===== src/rtl/vga_timing_gen.sv =====
// Parametrised raster timing generator: pixel/line counters advanced by a pixel-rate enable,
// decoded sync/active/strobe outputs, and an optional aligned output delay pipeline.
module vga_timing_gen #(
  parameter int unsigned H_ACTIVE   = 640,
  parameter int unsigned H_FP       = 16,
  parameter int unsigned H_SYNC     = 96,
  parameter int unsigned H_BP       = 48,
  parameter int unsigned V_ACTIVE   = 480,
  parameter int unsigned V_FP       = 10,
  parameter int unsigned V_SYNC     = 2,
  parameter int unsigned V_BP       = 33,
  parameter bit          HS_POL     = 1'b0,
  parameter bit          VS_POL     = 1'b0,
  parameter int unsigned CNT_W      = 10,
  parameter int unsigned PIPE_DEPTH = 0
) (
  input  logic             clock,
  input  logic             reset,
  input  logic             pixEn,
  output logic             hSync,
  output logic             vSync,
  output logic [CNT_W-1:0] hCounter,
  output logic [CNT_W-1:0] vCounter,
  output logic             vidOn,
  output logic             lineStart,
  output logic             frameStart
);

  localparam int unsigned H_TOTAL    = H_ACTIVE + H_FP + H_SYNC + H_BP;
  localparam int unsigned V_TOTAL    = V_ACTIVE + V_FP + V_SYNC + V_BP;
  localparam int unsigned H_SYNC_BEG = H_ACTIVE + H_FP;
  localparam int unsigned H_SYNC_END = H_SYNC_BEG + H_SYNC;
  localparam int unsigned V_SYNC_BEG = V_ACTIVE + V_FP;
  localparam int unsigned V_SYNC_END = V_SYNC_BEG + V_SYNC;

  if (H_SYNC == 0 || V_SYNC == 0) begin : g_err_sync
    $error("vga_timing_gen: sync width must be non-zero");
  end
  if (CNT_W == 0 || ((H_TOTAL - 1) >> CNT_W) != 0 || ((V_TOTAL - 1) >> CNT_W) != 0)
  begin : g_err_cnt_w
    $error("vga_timing_gen: CNT_W too small for H_TOTAL-1 / V_TOTAL-1");
  end
  if (PIPE_DEPTH > 4) begin : g_err_pipe
    $error("vga_timing_gen: PIPE_DEPTH must be 0..4");
  end

  localparam logic [CNT_W-1:0] H_LAST = CNT_W'(H_TOTAL - 1);
  localparam logic [CNT_W-1:0] V_LAST = CNT_W'(V_TOTAL - 1);

  typedef struct packed {
    logic             hs;
    logic             vs;
    logic             vid;
    logic             ls;
    logic             fs;
    logic [CNT_W-1:0] hc;
    logic [CNT_W-1:0] vc;
  } tim_t;

  // Pipe reset image: syncs idle, strobes and active-video low, origin counters.
  localparam tim_t TIM_RST = '{
    hs:  ~HS_POL,
    vs:  ~VS_POL,
    vid: 1'b0,
    ls:  1'b0,
    fs:  1'b0,
    hc:  {CNT_W{1'b0}},
    vc:  {CNT_W{1'b0}}
  };

  logic [CNT_W-1:0] h_q, h_d, v_q, v_d;

  always_comb begin
    h_d = h_q;
    v_d = v_q;
    if (pixEn) begin
      if (h_q == H_LAST) begin
        h_d = '0;
        v_d = (v_q == V_LAST) ? '0 : v_q + 1'b1;
      end else begin
        h_d = h_q + 1'b1;
      end
    end
  end

  always_ff @(posedge clock) begin
    if (reset) begin
      h_q <= '0;
      v_q <= '0;
    end else begin
      h_q <= h_d;
      v_q <= v_d;
    end
  end

  logic [31:0] h_ext, v_ext;
  tim_t        dec;
  tim_t        out;

  assign h_ext = 32'(h_q);
  assign v_ext = 32'(v_q);

  always_comb begin
    dec     = TIM_RST;
    dec.vid = (h_ext < H_ACTIVE) && (v_ext < V_ACTIVE);
    dec.hs  = ((h_ext >= H_SYNC_BEG) && (h_ext < H_SYNC_END)) ? HS_POL : ~HS_POL;
    dec.vs  = ((v_ext >= V_SYNC_BEG) && (v_ext < V_SYNC_END)) ? VS_POL : ~VS_POL;
    dec.ls  = (h_q == '0);
    dec.fs  = (h_q == '0) && (v_q == '0);
    dec.hc  = h_q;
    dec.vc  = v_q;
  end

  if (PIPE_DEPTH == 0) begin : g_no_pipe
    assign out = dec;
  end else begin : g_pipe
    tim_t pipe_q [PIPE_DEPTH];

    // Every stage shares the pixel enable so all fields stay aligned in pixel ticks.
    always_ff @(posedge clock) begin
      if (reset) begin
        for (int unsigned i = 0; i < PIPE_DEPTH; i++) begin
          pipe_q[i] <= TIM_RST;
        end
      end else if (pixEn) begin
        pipe_q[0] <= dec;
        for (int unsigned i = 1; i < PIPE_DEPTH; i++) begin
          pipe_q[i] <= pipe_q[i-1];
        end
      end
    end

    assign out = pipe_q[PIPE_DEPTH-1];
  end

  assign hSync      = out.hs;
  assign vSync      = out.vs;
  assign vidOn      = out.vid;
  assign lineStart  = out.ls;
  assign frameStart = out.fs;
  assign hCounter   = out.hc;
  assign vCounter   = out.vc;

endmodule


===== config.mk =====
export PLATFORM = sky130hd
export DESIGN_NAME = vga_timing_gen
export DESIGN_NICKNAME = d
export VERILOG_FILES = /design/src/rtl/vga_timing_gen.sv
export SDC_FILE = /design/constraint.sdc
export NUM_CORES = 1
export LEC_CHECK = 0
export BUFFER_PORTS_ARGS = -buffer_cell sky130_fd_sc_hd__buf_2
export CAP_MARGIN = 15
export CORE_UTILIZATION = 30
export CTS_BUF_LIST = sky130_fd_sc_hd__clkbuf_8 sky130_fd_sc_hd__clkbuf_16
export DETAILED_ROUTE_END_ITERATION = 12
export SYNTH_ARGS = -nofsm -noshare
export SYNTH_HDL_FRONTEND = slang
export SYNTH_SLANG_ARGS = --single-unit

===== constraint.sdc =====
create_clock -name clock -period 1.9 [get_ports clock]
set_input_delay 0 -clock clock [delete_from_list [all_inputs] [get_ports clock]]
set_output_delay 0 -clock clock [all_outputs]
set_load 0.02 [all_outputs]

Word-level counts from Yosys, hierarchy flattened
Cells that the tools add are included.

word-level totals
  flip-flop bits (word level) = 20
  output and inout bits = 25
  bits of input ports = 3

operators by class
  equal/unequal tests = 2
  $lt $le $gt $ge = 6
  reduce and logical (&&, ||, !) cells = 7
  $add $sub $neg = 2
  muxes and demuxes = 4

operators with widths
  kind                                                   count
  adder 10 x 1 -> 10 bit (second input constant)         2
  equality test 10 bit (second input constant)           2
  zero test 10 bit                                       2
  < comparator 10 bit (second input constant)            2
  < comparator 10 x 9 -> 1 bit (second input constant)   2
  2-to-1 mux 10 bit                                      2
  >= comparator 10 bit (second input constant)           1
  >= comparator 10 x 9 -> 1 bit (second input constant)  1
  logical AND 1 bit                                      4
  2-to-1 mux 1 bit                                       2
  AND reduction 2 bit                                    1

Depth between registers and ports, before layout
  depth in word-level cells = 3
  depth in mapped cells = 6

Least setup slack after synthesis
No wires, ideal clock.

  kind = register to register
  from = register h_q[0] (netlist: hCounter[0])
  to = register v_q[8] (netlist: vCounter[8])
  required time = 1.830 ns
  path buffers = 1
  path slack = -0.006 ns
  arrival = 1.836 ns
  cell stages (with the launch flop) = 7
  path through = dfxtp_1 -> ha_1 -> and4_1 -> buf_4 -> nand4_2 -> or4_1 -> a21oi_1

between the ends
  word-level cells in the longest chain between the ends = 2

RTL lines
  item                                  line  text
  from (decl)                           71    logic [CNT_W-1:0] h_q, h_d, v_q, v_d;
  from (signal assigned)                88    h_q <= '0;
  from (signal assigned)                91    h_q <= h_d;
  equality test 10 bit                  77    if (h_q == H_LAST) begin
  AND reduction 2 bit (no source line)  --
  to (signal assigned)                  92    v_q <= v_d;
  to (decl)                             71

No other way between the ends.
A chain may end at the register's enable or synchronous reset.

Worst setup path in the final report
  from = register v_q[0] (netlist: vCounter[0])
  to = register v_q[7] (netlist: vCounter[7])

between the ends
  word-level cells in the longest chain between the ends = 2
  elaborated cells between the ends (all ways) = 3
  those cells by class = add/sub (1); eq/ne (1); mux (1)

RTL lines
  item                                                                   line  text
  adder 10 x 1 -> 10 bit / equality test 10 bit (equally long branches)  79    v_d = (v_q == V_LAST) ? '0 : v_q + 1'b1;
  2-to-1 mux 10 bit (*)                                                  79

Mark *: on every way between the ends. The rest lies on a longest branch, timed or not.

==> impl_summary.md <==
Outcome
The run finished with clean final reports.

Clocking
The clock insertion delay at the later pin of the skew report is between 200 and 300 ps. Clock-pin slew was measured on the worst setup and hold paths at ~70 ps. TritonCTS built the clock tree. The clock tree buffer depth is 2. Clock tree synthesis inserted a total of 3 buffers. The master cell of the clock root buffer is sky130_fd_sc_hd__clkbuf_8. For this design, the sink count on the clock tree is 20. The H-tree depth is 1.

Floorplan
The floorplan row count is 22. 28 I/O pins were placed. The die is ~64 um wide. The initial utilization of the core area, before any placement, comes to 0.3158. The core region area is 3689 um2. The die area is between 4000 and 5000 um2. Measured along the y axis, the die boundary spans about 64 um.

Yosys
By area the synthesized netlist is led by sky130_fd_sc_hd__dfxtp_1 (34%), sky130_fd_sc_hd__xnor2_1 (4.5%), sky130_fd_sc_hd__xor2_1 (4.5%). The proportion of synthesized flip-flops having asynchronous set or reset is 0. The count of yosys warnings during synthesis is 0. Summing every instance area after synthesis gives ~1200 um2. The cell type with the highest aggregate area in the netlist is sky130_fd_sc_hd__dfxtp_1. The share of synthesized area in the top cell type comes to 0.3437. The count of different cell masters after synthesis is 40. The most common flop cell mapped by yosys is sky130_fd_sc_hd__dfxtp_1. After synthesis, the mean cell area works out to ~9 um2. After synthesis the netlist holds a flip-flop and latch count of 20. For this run, the register share of the synthesized area comes to 0.3437. When the netlist entered floorplanning its net count stood at between 100 and 150. The number of instances in the synthesized netlist is 130. Yosys mapped a number of flops with a built-in enable equal to 0.

Power
The worst-case IR drop observed on VDD is between 0.2 and 0.25 mV. In this run the static leakage power is 0.5371 nW. The total design power is around 0.77 mW. Power spread over the standard cell area amounts to between 500 and 600 nW/um2.

Routing
The initial DRC count is between 60 and 70. The average via count per standard cell is between 5 and 6. The final route contains about 1,100 vias. The remaining number of nets flagged by the antenna check after routing is 0. The mean routed wirelength per cell is ~14 um. After detailed routing, the number of remaining DRC violations is 0. The number of search-and-repair iterations in the first detailed-routing pass is 4. After detailed routing, the total wire length is 2892 um.

Global route
The global-route wire length before repair is between 5000 and 6000 um. The via count of the first global-routing pass came to ~1,000. The global router's overall resource usage is 0.1541. The number of antenna violations at the first check in global routing is 0. For this run the aggregate overflow at the end of global routing stands at 0. The largest net degree at the start of global routing is 16.

Timing
The relative slew slack is 0.7306. Between clock sinks in the finished design, the worst skew comes to 1.163 ps. The number of hold violations in the final report is 0. The slew of the pin with the lowest slew margin is around 400 ps. The post-layout minimum cycle time is 1768 ps.

The highest attainable clock frequency is ~570 MHz. Setup violations remaining at the end of the flow were counted as 0. The setup TNS is 0 ps. Setup repair after global routing left no endpoint under its margin.

The part of the cycle the worst path needs is 0.9305. The smallest setup slack after layout is 132.0 ps. The number of max-slew violations in the final report is 0.

Placed design
The worst-case setup slack after placement is between 100 and 150 ps. Once detailed placement completed, the half-perimeter wirelength came to 2255 um. After detailed placement, the total cell area comes to approximately 1400 um2.

Input and output buffers added on the ports amount to 27. The weighted congestion at the end of routability-driven global placement is around 0.77.

Run
Across the run, the number of max-cap violations was 0.

Setup path
Of all nets on the critical path, the largest fanout is 6. The number of cells on the worst reg-to-reg path is 4. The type of the worst setup path is flip-flop to flip-flop. Data on the critical path arrives at its endpoint at ~2000 ps.

The worst reg-to-reg setup slack is 130 ps. The critical path capture point type is a flip-flop. The worst flop-to-flop path endpoint is vCounter[7]. Data on the critical path is required at its endpoint by 2090 ps.

The startpoint identified for the worst register-to-register timing path is vCounter[0]. The critical path startpoint category is a flip-flop.

Cells and area
Measured on the finished design, the core utilization comes to 0.3806. From synthesis to final layout, the design area changed by 20.52%. Summing all non-filler instances in the final layout gives an area of roughly 1400 um2.

The number of nets in the finished design is 168. Counting the fill cells in the layout gives ~400. The diode insertion count for antenna repair is 0. Of the cells placed in the final design, the portion with a size suffix greater than 1 is 0.3082.

Hold path
The path type of the worst min-delay path is primary input to flip-flop. The hold-critical path depth is 2. The hold-critical path endpoint is hCounter[6]. The startpoint identified for the worst hold timing path is reset.
-- final cells by class --
| class | count | area [um2] | area share |
|---|---|---|---|
| Timing Repair Buffer | 32 | 172.7 | 0.1230 |
| Multi-Input combinational cell | 98 | 703.2 | 0.5009 |
| Sequential cell | 20 | 402.9 | 0.2870 |
| Inverter | 6 | 23.77 | 0.01693 |
| Tap cell | 48 | 60.06 | 0.04278 |
| Clock buffer | 3 | 41.29 | 0.02941 |
-- state kept, by name, indices dropped and copies added, names as in the netlist --
name,flops
hCounter,10
vCounter,10
-- synth_stat cells (5+ instances only) --
cell type / instances
sky130_fd_sc_hd__a21oi_1: 6
sky130_fd_sc_hd__dfxtp_1: 20
sky130_fd_sc_hd__inv_1: 5
sky130_fd_sc_hd__nand2_1: 5
sky130_fd_sc_hd__nand3_1: 10
sky130_fd_sc_hd__nor2_1: 8
sky130_fd_sc_hd__nor3_1: 9
sky130_fd_sc_hd__o31ai_1: 6
sky130_fd_sc_hd__or4_1: 5
sky130_fd_sc_hd__xnor2_1: 6
sky130_fd_sc_hd__xor2_1: 6
-- through the flow --
stage / instances / hold WS, ps
global placement: 204 / 346.6
finish: 207 / 86.58
CTS: 207 / 83.43
detailed placement: 204 / 353.3
global route: 207 / 91.82
floorplan: 130 / 103.5
-- cell families (layout without fill, tap and decap cells) --
family,count (synthesis),count (layout),synth area share
AND/OR/NAND/NOR,66,66,0.3770
AO/OA/AOI/OAI,16,16,0.08915
XOR/XNOR,12,12,0.09022
buffers and inverters,12,41,0.05692
adder cells (fa/ha/maj),4,4,0.04297
flip-flops,20,20,0.3437
-- placed cells by master, fill, tap and decap left out, types with 6 or more instances in the layout --
cell and n:
sky130_fd_sc_hd__buf_2 27, sky130_fd_sc_hd__dfxtp_1 18, sky130_fd_sc_hd__nand3_1 10, sky130_fd_sc_hd__nor3_1 8
sky130_fd_sc_hd__nor2_1 8, sky130_fd_sc_hd__xnor2_1 6, sky130_fd_sc_hd__xor2_1 6, sky130_fd_sc_hd__o31ai_1 6
sky130_fd_sc_hd__a21oi_1 6
-- worst max path at each step --
| stage | cells past startpoint | slack, ps | to | startpoint |
|---|---|---|---|---|
| finish | 4 | 130 | vCounter[7] | vCounter[0] |
| global route | 4 | 9 | vCounter[7] | vCounter[3] |
| CTS | 7 | 100 | frameStart | hCounter[0] |
| detailed placement | 4 | 130 | vCounter[7] | vCounter[2] |
| global placement | 4 | 210 | vCounter[7] | vCounter[2] |
| floorplan | 6 | 6 | vCounter[8] | hCounter[1] |
-- what timing repair did --
action | CTS | global route
hold buffers | 0 | 0
setup buffers | 0 | 0
gates resized for setup | 0 | 2
endpoints found under the setup margin | 0 | 2
-- power breakdown --
part           internal [mW]  switching, mW  total (mW)  leakage, nW
registers              0.424        0.00576       0.430        0.162
logic                 0.0248         0.0420      0.0668        0.353
clock network          0.141          0.134       0.276       0.0216
total                  0.590          0.182       0.772        0.537
-- layer usage --
layer,track usage,vias to the layer above,wire [um]
met5,0,-,0
met4,0.04167,0,24
met3,0.02500,2,113
met2,0.2592,23,1386
met1,0.2013,524,1368
li1,-,539,-
-- worst max-delay path, cell delays in order, from the launching register on --
cell	delay (ps)
sky130_fd_sc_hd__dfxtp_1	420
sky130_fd_sc_hd__clkinv_2	120
sky130_fd_sc_hd__or4_4	580
sky130_fd_sc_hd__or4_1	410
sky130_fd_sc_hd__a21oi_1	170
Power figures use the tool's default switching activity.
